==> src/rtl/data_path_muxs_pkg.sv <==
// Shared types for the operand-forwarding scoreboard: the forwarding select
// type, the register-file select constant and the in-flight slot record.
package data_path_muxs_pkg;

  // Default register-index width of the datapath.
  localparam int REG_W = 5;

  // Slot rd storage is sized for the widest supported register index so the
  // slot record stays a fixed package type; narrower indices are zero-extended.
  localparam int REG_W_MAX = 8;

  // Select width large enough for the deepest supported scoreboard (6 slots
  // plus the register-file code needs 3 bits).
  localparam int SEL_W = 3;

  typedef logic [SEL_W-1:0] fwd_sel_t;

  // Select code meaning "take the operand from the register file".
  localparam fwd_sel_t FWD_REGFILE = '0;

  // One in-flight result: slot 0 is the youngest (EX), higher slots are older.
  typedef struct packed {
    logic                 valid;
    logic                 wen;
    logic                 load;
    logic [REG_W_MAX-1:0] rd;
  } slot_t;

  // Select code that forwards from slot k.
  function automatic fwd_sel_t slot_sel(input int k);
    return fwd_sel_t'(k + 1);
  endfunction

endpackage

==> src/rtl/fwd_match.sv <==
// Priority lookup of one source register against the scoreboard slots.
// Optional feature macro: FWD_EX_BYPASS_EN (when defined, a non-load result
// sitting in slot 0 may be forwarded; otherwise any slot-0 match stalls).
module fwd_match
  import data_path_muxs_pkg::*;
#(
  parameter int DEPTH = 3,
  parameter int SRC_W = 5
) (
  input  slot_t [DEPTH-1:0] slots,
  input  logic [SRC_W-1:0]  src,
  input  logic              issue_valid,
  output fwd_sel_t          sel,
  output logic              hazard
);

`ifdef FWD_EX_BYPASS_EN
  localparam bit EX_BYPASS = 1'b1;
`else
  localparam bit EX_BYPASS = 1'b0;
`endif

  logic [REG_W_MAX-1:0] src_ext;
  logic                 found;
  logic                 win_ex;
  logic                 win_load;
  logic                 blocked;
  fwd_sel_t             win_sel;

  assign src_ext = REG_W_MAX'(src);

  // Scan oldest to youngest so the youngest valid writer of src wins; then
  // decide whether that winner can be forwarded or must stall the issue.
  always_comb begin
    found    = 1'b0;
    win_ex   = 1'b0;
    win_load = 1'b0;
    win_sel  = FWD_REGFILE;
    for (int k = DEPTH - 1; k >= 0; k--) begin
      if (slots[k].valid && slots[k].wen && (slots[k].rd == src_ext)) begin
        found    = 1'b1;
        win_ex   = (k == 0);
        win_load = slots[k].load;
        win_sel  = slot_sel(k);
      end
    end
    if (src == '0) begin
      found = 1'b0;
    end
    blocked = found && win_ex && (win_load || !EX_BYPASS);
    sel     = (found && !blocked) ? win_sel : FWD_REGFILE;
    hazard  = issue_valid && blocked;
  end

endmodule

==> src/rtl/fwd_scoreboard.sv <==
// Operand-forwarding scoreboard: tracks in-flight results, drives the rs/rt
// operand mux selects, refuses issue on unresolvable hazards and counts the
// stalled cycles (saturating).
// Optional feature macro: FWD_EX_BYPASS_EN (enables forwarding of non-load
// results straight out of the EX slot).
module fwd_scoreboard
  import data_path_muxs_pkg::slot_t;
  import data_path_muxs_pkg::fwd_sel_t;
  import data_path_muxs_pkg::REG_W_MAX;
#(
  parameter int DEPTH = 3,
  parameter int REG_W = 5
) (
  input  logic                         CLK,
  input  logic                         nRST,
  input  logic                         issue_valid,
  input  logic                         issue_wen,
  input  logic                         issue_load,
  input  logic [REG_W-1:0]             issue_rd,
  input  logic [REG_W-1:0]             src_rs,
  input  logic [REG_W-1:0]             src_rt,
  input  logic                         freeze,
  input  logic                         flush,
  output logic [$clog2(DEPTH+1)-1:0]   rs_sel,
  output logic [$clog2(DEPTH+1)-1:0]   rt_sel,
  output logic                         hazard_stall,
  output logic [15:0]                  stall_count
);

  localparam int SW = $clog2(DEPTH + 1);

  slot_t [DEPTH-1:0] slots_q;
  slot_t [DEPTH-1:0] slots_d;
  logic [15:0]       stall_cnt_q;
  logic [15:0]       stall_cnt_d;
  fwd_sel_t          rs_full;
  fwd_sel_t          rt_full;
  logic              rs_haz;
  logic              rt_haz;
  logic              unused_sel_bits;

  fwd_match #(
    .DEPTH (DEPTH),
    .SRC_W (REG_W)
  ) u_match_rs (
    .slots       (slots_q),
    .src         (src_rs),
    .issue_valid (issue_valid),
    .sel         (rs_full),
    .hazard      (rs_haz)
  );

  fwd_match #(
    .DEPTH (DEPTH),
    .SRC_W (REG_W)
  ) u_match_rt (
    .slots       (slots_q),
    .src         (src_rt),
    .issue_valid (issue_valid),
    .sel         (rt_full),
    .hazard      (rt_haz)
  );

  // The package select type is sized for the deepest scoreboard; the ports
  // only carry as many bits as this DEPTH needs.
  assign rs_sel          = SW'(rs_full);
  assign rt_sel          = SW'(rt_full);
  assign unused_sel_bits = ^{rs_full, rt_full};

  assign hazard_stall = rs_haz | rt_haz;
  assign stall_count  = stall_cnt_q;

  // Next slot contents and stall count: freeze holds everything, otherwise
  // the pipeline shifts and slot 0 takes either a bubble (flush or hazard)
  // or the issuing instruction; only a real, unflushed stall is counted.
  always_comb begin
    slots_d     = slots_q;
    stall_cnt_d = stall_cnt_q;
    if (!freeze) begin
      for (int k = 1; k < DEPTH; k++) begin
        slots_d[k] = slots_q[k-1];
      end
      if (flush || hazard_stall) begin
        slots_d[0] = '0;
      end else begin
        slots_d[0] = '{valid: issue_valid,
                       wen:   issue_wen,
                       load:  issue_load,
                       rd:    REG_W_MAX'(issue_rd)};
      end
      if (!flush && hazard_stall && (stall_cnt_q != 16'hFFFF)) begin
        stall_cnt_d = stall_cnt_q + 16'd1;
      end
    end
  end

  // Slot and counter registers; reset empties the scoreboard at once, which
  // also discards any bubble that a pending stall would have inserted.
  always_ff @(posedge CLK or negedge nRST) begin
    if (!nRST) begin
      slots_q     <= '0;
      stall_cnt_q <= '0;
    end else begin
      slots_q     <= slots_d;
      stall_cnt_q <= stall_cnt_d;
    end
  end

endmodule

==> config.mk <==
export PLATFORM = sky130hd
export DESIGN_NAME = fwd_scoreboard
export DESIGN_NICKNAME = d
export VERILOG_FILES = /design/src/rtl/data_path_muxs_pkg.sv /design/src/rtl/fwd_match.sv /design/src/rtl/fwd_scoreboard.sv
export SDC_FILE = /design/constraint.sdc
export NUM_CORES = 1
export LEC_CHECK = 0
export CAP_MARGIN = 20
export CORE_UTILIZATION = 52
export CTS_BUF_LIST = sky130_fd_sc_hd__clkbuf_4
export DETAILED_ROUTE_END_ITERATION = 7
export PLACE_DENSITY = 0.89
export SLEW_MARGIN = 20
export SYNTH_ARGS = -nofsm -noshare
export SYNTH_HDL_FRONTEND = slang
export SYNTH_HIERARCHICAL = 1
export SYNTH_SLANG_ARGS = --single-unit
==> constraint.sdc <==
create_clock -name CLK -period 2.6 [get_ports CLK]
set_input_delay 0.26 -clock CLK [delete_from_list [all_inputs] [get_ports CLK]]
set_output_delay 0.26 -clock CLK [all_outputs]
set_load 0.02 [all_outputs]
Word level (Yosys, flattened, before mapping) --
Index checks and enable logic that the tools add are counted.
Word-level totals: bits in registers 46
Cells by class: add/subtract/negate cells 1, equal/unequal tests 7, reductions and logical operators 24, bitwise logic cells 2, muxes and demuxes 19
Operators with widths (number):
- $eq 8x5->1 | 6
- $logic_and 1x1->1 | 17
- $add 16x1->16 const B | 1
- $mux 2 | 8
- $ne 16x16->1 const B | 1
- $mux 11 | 1
- $logic_not 5->1 | 2
- $mux 1 | 10
- $logic_not 1->1 | 3
- $reduce_and 2->1 | 1
- $logic_or 1x1->1 | 1
- $not 1->1 | 1
- $or 1x1->1 | 1

Longest topological paths before layout --
depth in word-level cells 12, mapped depth 9, gate-level depth less buffers 9

By module --
The synthesis kept the hierarchy.
By module, submodules not included:
- fwd_scoreboard | seq. area each 1001.0 um^2, times used 1, cells an instance 138, area each 1751.7 um^2
- fwd_match | seq. area each 0.0 um^2, times used 2, cells an instance 37, area each 265.3 um^2

Worst setup path after synthesis --
Ideal clock, no wire load.
path type register -> register, start point register slots_q[4] (netlist name), end point register stall_cnt_q[15] (netlist: stall_count[15]), data arrival time 2.139 ns, path buffers 0, data required time 2.472 ns, path slack 0.333 ns, period minus slack after synthesis 2.267 ns, stages on the path, launching flop included 8, cell sequence dfrtp_1 -> xor2_1 -> or4_4 -> nor3_1 -> nor2_1 -> nor4_2 -> nand3_1 -> mux2_1
On the way: longest elaborated chain between the ends 10, elaborated cells on any way between the ends 18
Ends and longest elaborated chain:
- start: declaration | line fwd_scoreboard.sv:32 | slot_t [DEPTH-1:0] slots_q;
- start signal: assignment | line fwd_scoreboard.sv:104 | slots_q <= slots_d;
- $eq 8x5->1 (*) | line fwd_match.sv:40 | if (slots[k].valid && slots[k].wen && (slots[k].rd == src_ext)) begin
- $logic_and 1x1->1 (*) | line fwd_match.sv:40
- $mux 1 | line fwd_match.sv:40
- $mux 1 | line fwd_match.sv:47 | if (src == '0) begin
- $logic_and 1x1->1 (*) | line fwd_match.sv:50 | blocked = found && win_ex && (win_load || !EX_BYPASS);
- $logic_and 1x1->1 (*) | line fwd_match.sv:52 | hazard = issue_valid && blocked;
- net rt_haz | line fwd_scoreboard.sv:39 | logic rt_haz;
- $or 1x1->1 (*) | line fwd_scoreboard.sv:70 | assign hazard_stall = rs_haz | rt_haz;
- $logic_and 1x1->1 (*) (2 in a row) | line fwd_scoreboard.sv:91 | if (!flush && hazard_stall && (stall_cnt_q != 16'hFFFF)) begin
- $reduce_and 2->1 (no source line) (*)
- end signal: assignment | line fwd_scoreboard.sv:105 | stall_cnt_q <= stall_cnt_d;
- end: declaration | line fwd_scoreboard.sv:34 | logic [15:0] stall_cnt_q;
The timed path passes the listed nets; every way through them passes the cells marked *. A chain may end at the register's enable or synchronous reset.

Worst setup path after layout --
start point input src_rt[3], end point output hazard_stall
On the way: longest elaborated chain between the ends 9, elaborated cells on any way between the ends 15
Ends and longest elaborated chain:
- start: declaration | line fwd_scoreboard.sv:21 | input logic [REG_W-1:0] src_rt,
- $eq 8x5->1 | line fwd_match.sv:40
- $logic_and 1x1->1 | line fwd_match.sv:40
- $mux 1 (3 in a row) | line fwd_match.sv:40
- $mux 1 | line fwd_match.sv:47
- $logic_and 1x1->1 (*) | line fwd_match.sv:50
- $logic_and 1x1->1 (*) | line fwd_match.sv:52
- net rt_haz | line fwd_scoreboard.sv:39
- $or 1x1->1 (*) | line fwd_scoreboard.sv:70
- end: declaration | line fwd_scoreboard.sv:26 | output logic hazard_stall,
Marked as above.

==> impl_summary.txt <==
----------------------------------------------------
[Power]
  Max rail drop VDD ... 292.8 uV
  Clock power share ... 26.4%
  Ratio of total power to cell area ... 408.8 nW/um^2
  Fraction of power consumed by combinational cells ... 16.5%
  Leak Pwr ... 1.255 nW
  Pint ... 0.8374 mW
  Net switching power figure ... 0.3092 mW
  Share of total power in sequential cells ... 57.1%
  Overall power consumption ... 1.147 mW
  Fraction of power spent switching nets ... 26.97%

[STA]
  Setup_tns ... 0 ns
  Achievable Freq ... 391.3 MHz
  Final setup vio count ... 0
  Worst slack on hold paths ... 0.3154 ns
  Unrepaired setup endpoints after global routing ... yes
  Count of final hold-check violations ... 0
  Final-report max-slew violation count ... 0
  Period Utilization, post-route ... 98.30%
  Final period demand of the worst path ... 2.556 ns
  Max Clock Skew ... 0.008866 ns

[CTS]
  Clock tree from TritonCTS ... built
  Clk slew on worst S/H paths ... 0.11 ns
  CTS sink cnt ... 37
  Total number of H-tree levels ... 2
  Number of CTS-inserted buffers ... 5
  Buffers inserted during post-CTS setup optimization ... 0
  Hold buffers post-CTS ... 0
  Deepest clock path buffer count ... 2
  Root Buffer ... sky130_fd_sc_hd__clkbuf_4
  Clock latency of the later-clocked register in the worst-skew pair ... 0.35 ns

[Global routing]
  GRT Resource Usage Total ... 23.49%
  Total congestion overflow after global routing ... 0
  Via count of the first global-routing pass ... 1697
  Initial antenna violation count ... 0
  Pin count of the biggest net entering global routing ... 38
  Wire length of the first global-routing pass ... 7.659 mm

[Floorplanning]
  X dimension of the die ... 66.35 um
  Area of the core ... 4000 um^2
  Die area ... 4402 um^2
  Die Span Y ... 66.35 um
  Placement row count ... 23
  Starting utilization of the core area ... 53.83%
  Top Ports ... 43

[Setup path]
  Endpoint arrival time on the critical path ... 2.30 ns
  Critical path class ... in -> out
  Startpoint class of the critical path ... input port
  Kind of capture point of the worst setup path ... output port
  Required time of the critical path ... 2.34 ns
  Max Fanout on Critical Path ... 5

[Synthesis]
  Total standard cell area after synthesis ... 2153 um^2
  Post-Synthesis Mean Instance Area ... 10.66 um^2
  Cells after synthesis ... 202
  Warning count from the yosys run ... 6

[Detailed routing]
  Post-DR vias/cell ... 5.331
  Number of detailed-route iterations in the first pass ... 6
  Residual antenna-violating net count after detailed routing ... 0
  Avg WL per Cell ... 14.29 um
  Final wirelength ... 4.657 mm
  Iter 0 DRT Violations ... 122
  Post-route DRC violation count ... 0
  Vias post-DR ... 1738

[Cells and area]
  Number of nets in the final layout ... 298
  Proportion of layout cells with a drive suffix above 1 ... 17.75%
  Antenna diode count ... 0
  Area added between synthesis and finish ... 30.27%
  Utilization of the core after routing ... 70.13%

[Placed design]
  Weighted congestion at the end of routability-driven global placement ... 0.8576
  PortBufs ... 41
  Hpwl dp ... 3.546 mm

[Run status]
  Outcome ... complete, no violations

[Min path]
  Worst hold path class ... in -> async

[Run]
  Number of max-cap violations ... 0

----------------------------------------------------
-- critical path: stages --
cell,delay [ns]
sky130_fd_sc_hd__clkdlybuf4s50_1,0.51
sky130_fd_sc_hd__xor2_1,0.21
sky130_fd_sc_hd__or4_4,0.49
sky130_fd_sc_hd__nor3_1,0.23
sky130_fd_sc_hd__nor2_1,0.14
sky130_fd_sc_hd__inv_1,0.11
sky130_fd_sc_hd__dlygate4sd2_1,0.35
-- power by group through the flow --
| stage | clock network [mW] | registers, mW | logic, mW |
|---|---|---|---|
| finish | 0.303 | 0.654 | 0.190 |
| floorplan | 0 | 0.655 | 0.116 |
| CTS | 0.310 | 0.654 | 0.190 |
| global placement | 0 | 0.665 | 0.183 |
| global route | 0.330 | 0.661 | 0.207 |
| detailed placement | 0 | 0.666 | 0.190 |
-- routing by layer --
layer / GRT usage (%) / vias to the layer above / part of all wire (%)
li1: - / 856 / -
met1: 28.96 / 833 / 46
met2: 40.18 / 42 / 49
met3: 5.517 / 7 / 4.1
met4: 7.713 / 0 / 1.2
met5: 0 / - / 0
-- cell usage in the layout, fill, tap and decap left out, types with 11 or more instances in the layout --
cell                               n
sky130_fd_sc_hd__buf_4            13
sky130_fd_sc_hd__clkdlybuf4s50_1  36
sky130_fd_sc_hd__conb_1           18
sky130_fd_sc_hd__dfrtp_1          37
sky130_fd_sc_hd__mux2_2           14
sky130_fd_sc_hd__nand2_1          11
sky130_fd_sc_hd__nor2_1           17
sky130_fd_sc_hd__nor3_1           11
sky130_fd_sc_hd__xnor2_1          23
sky130_fd_sc_hd__xor2_1           15
-- stage by stage --
step	worst slack, ns	area [um^2]	std cells
after floorplan	0.3333	2217	219
after global placement	-0.1503	2760	318
after detailed placement	-0.2583	2760	318
after CTS	0.02967	2809	326
after global routing	-0.04725	2805	326
final	0.04411	2805	326
-- area by class of cell --
cell class	count	area, um^2
Tap cell	50	62.56
Multi-Input combinational cell	175	1256
Clock inverter	2	10.01
Inverter	2	7.507
Sequential cell	37	925.9
Fill cell	293	1195
Timing Repair Buffer	54	498.0
Clock buffer	6	45.04
-- state kept, by name (all words and copies together), names as in the netlist --
name and count:
stall_count 16, slots_q 21
-- what timing repair did --
action                     4_1_cts  5_1_grt
gates cloned                     0        0
gates resized for setup          5        2
setup endpoints to repair        5        5
-- path summary, 6_finish.rpt --
| check | from | end | slack, ns | depth (start not counted) |
|---|---|---|---|---|
| worst max-delay path | src_rt[3] | hazard_stall | 0.04 | 7 |
| worst min-delay path | nRST | slots_q[23] | 0.32 | 2 |
| worst max register to register | slots_q[4] | stall_count[14] | 0.10 | 9 |
| worst min register to register | stall_count[13] | stall_count[13] | 0.52 | 1 |
| max in group asynchronous | nRST | stall_count[15] | 1.97 | 2 |
| min in group CLK | issue_rd[1] | slots_q[1] | 0.50 | 2 |
Note: power is estimated with default switching activity, not from simulation.
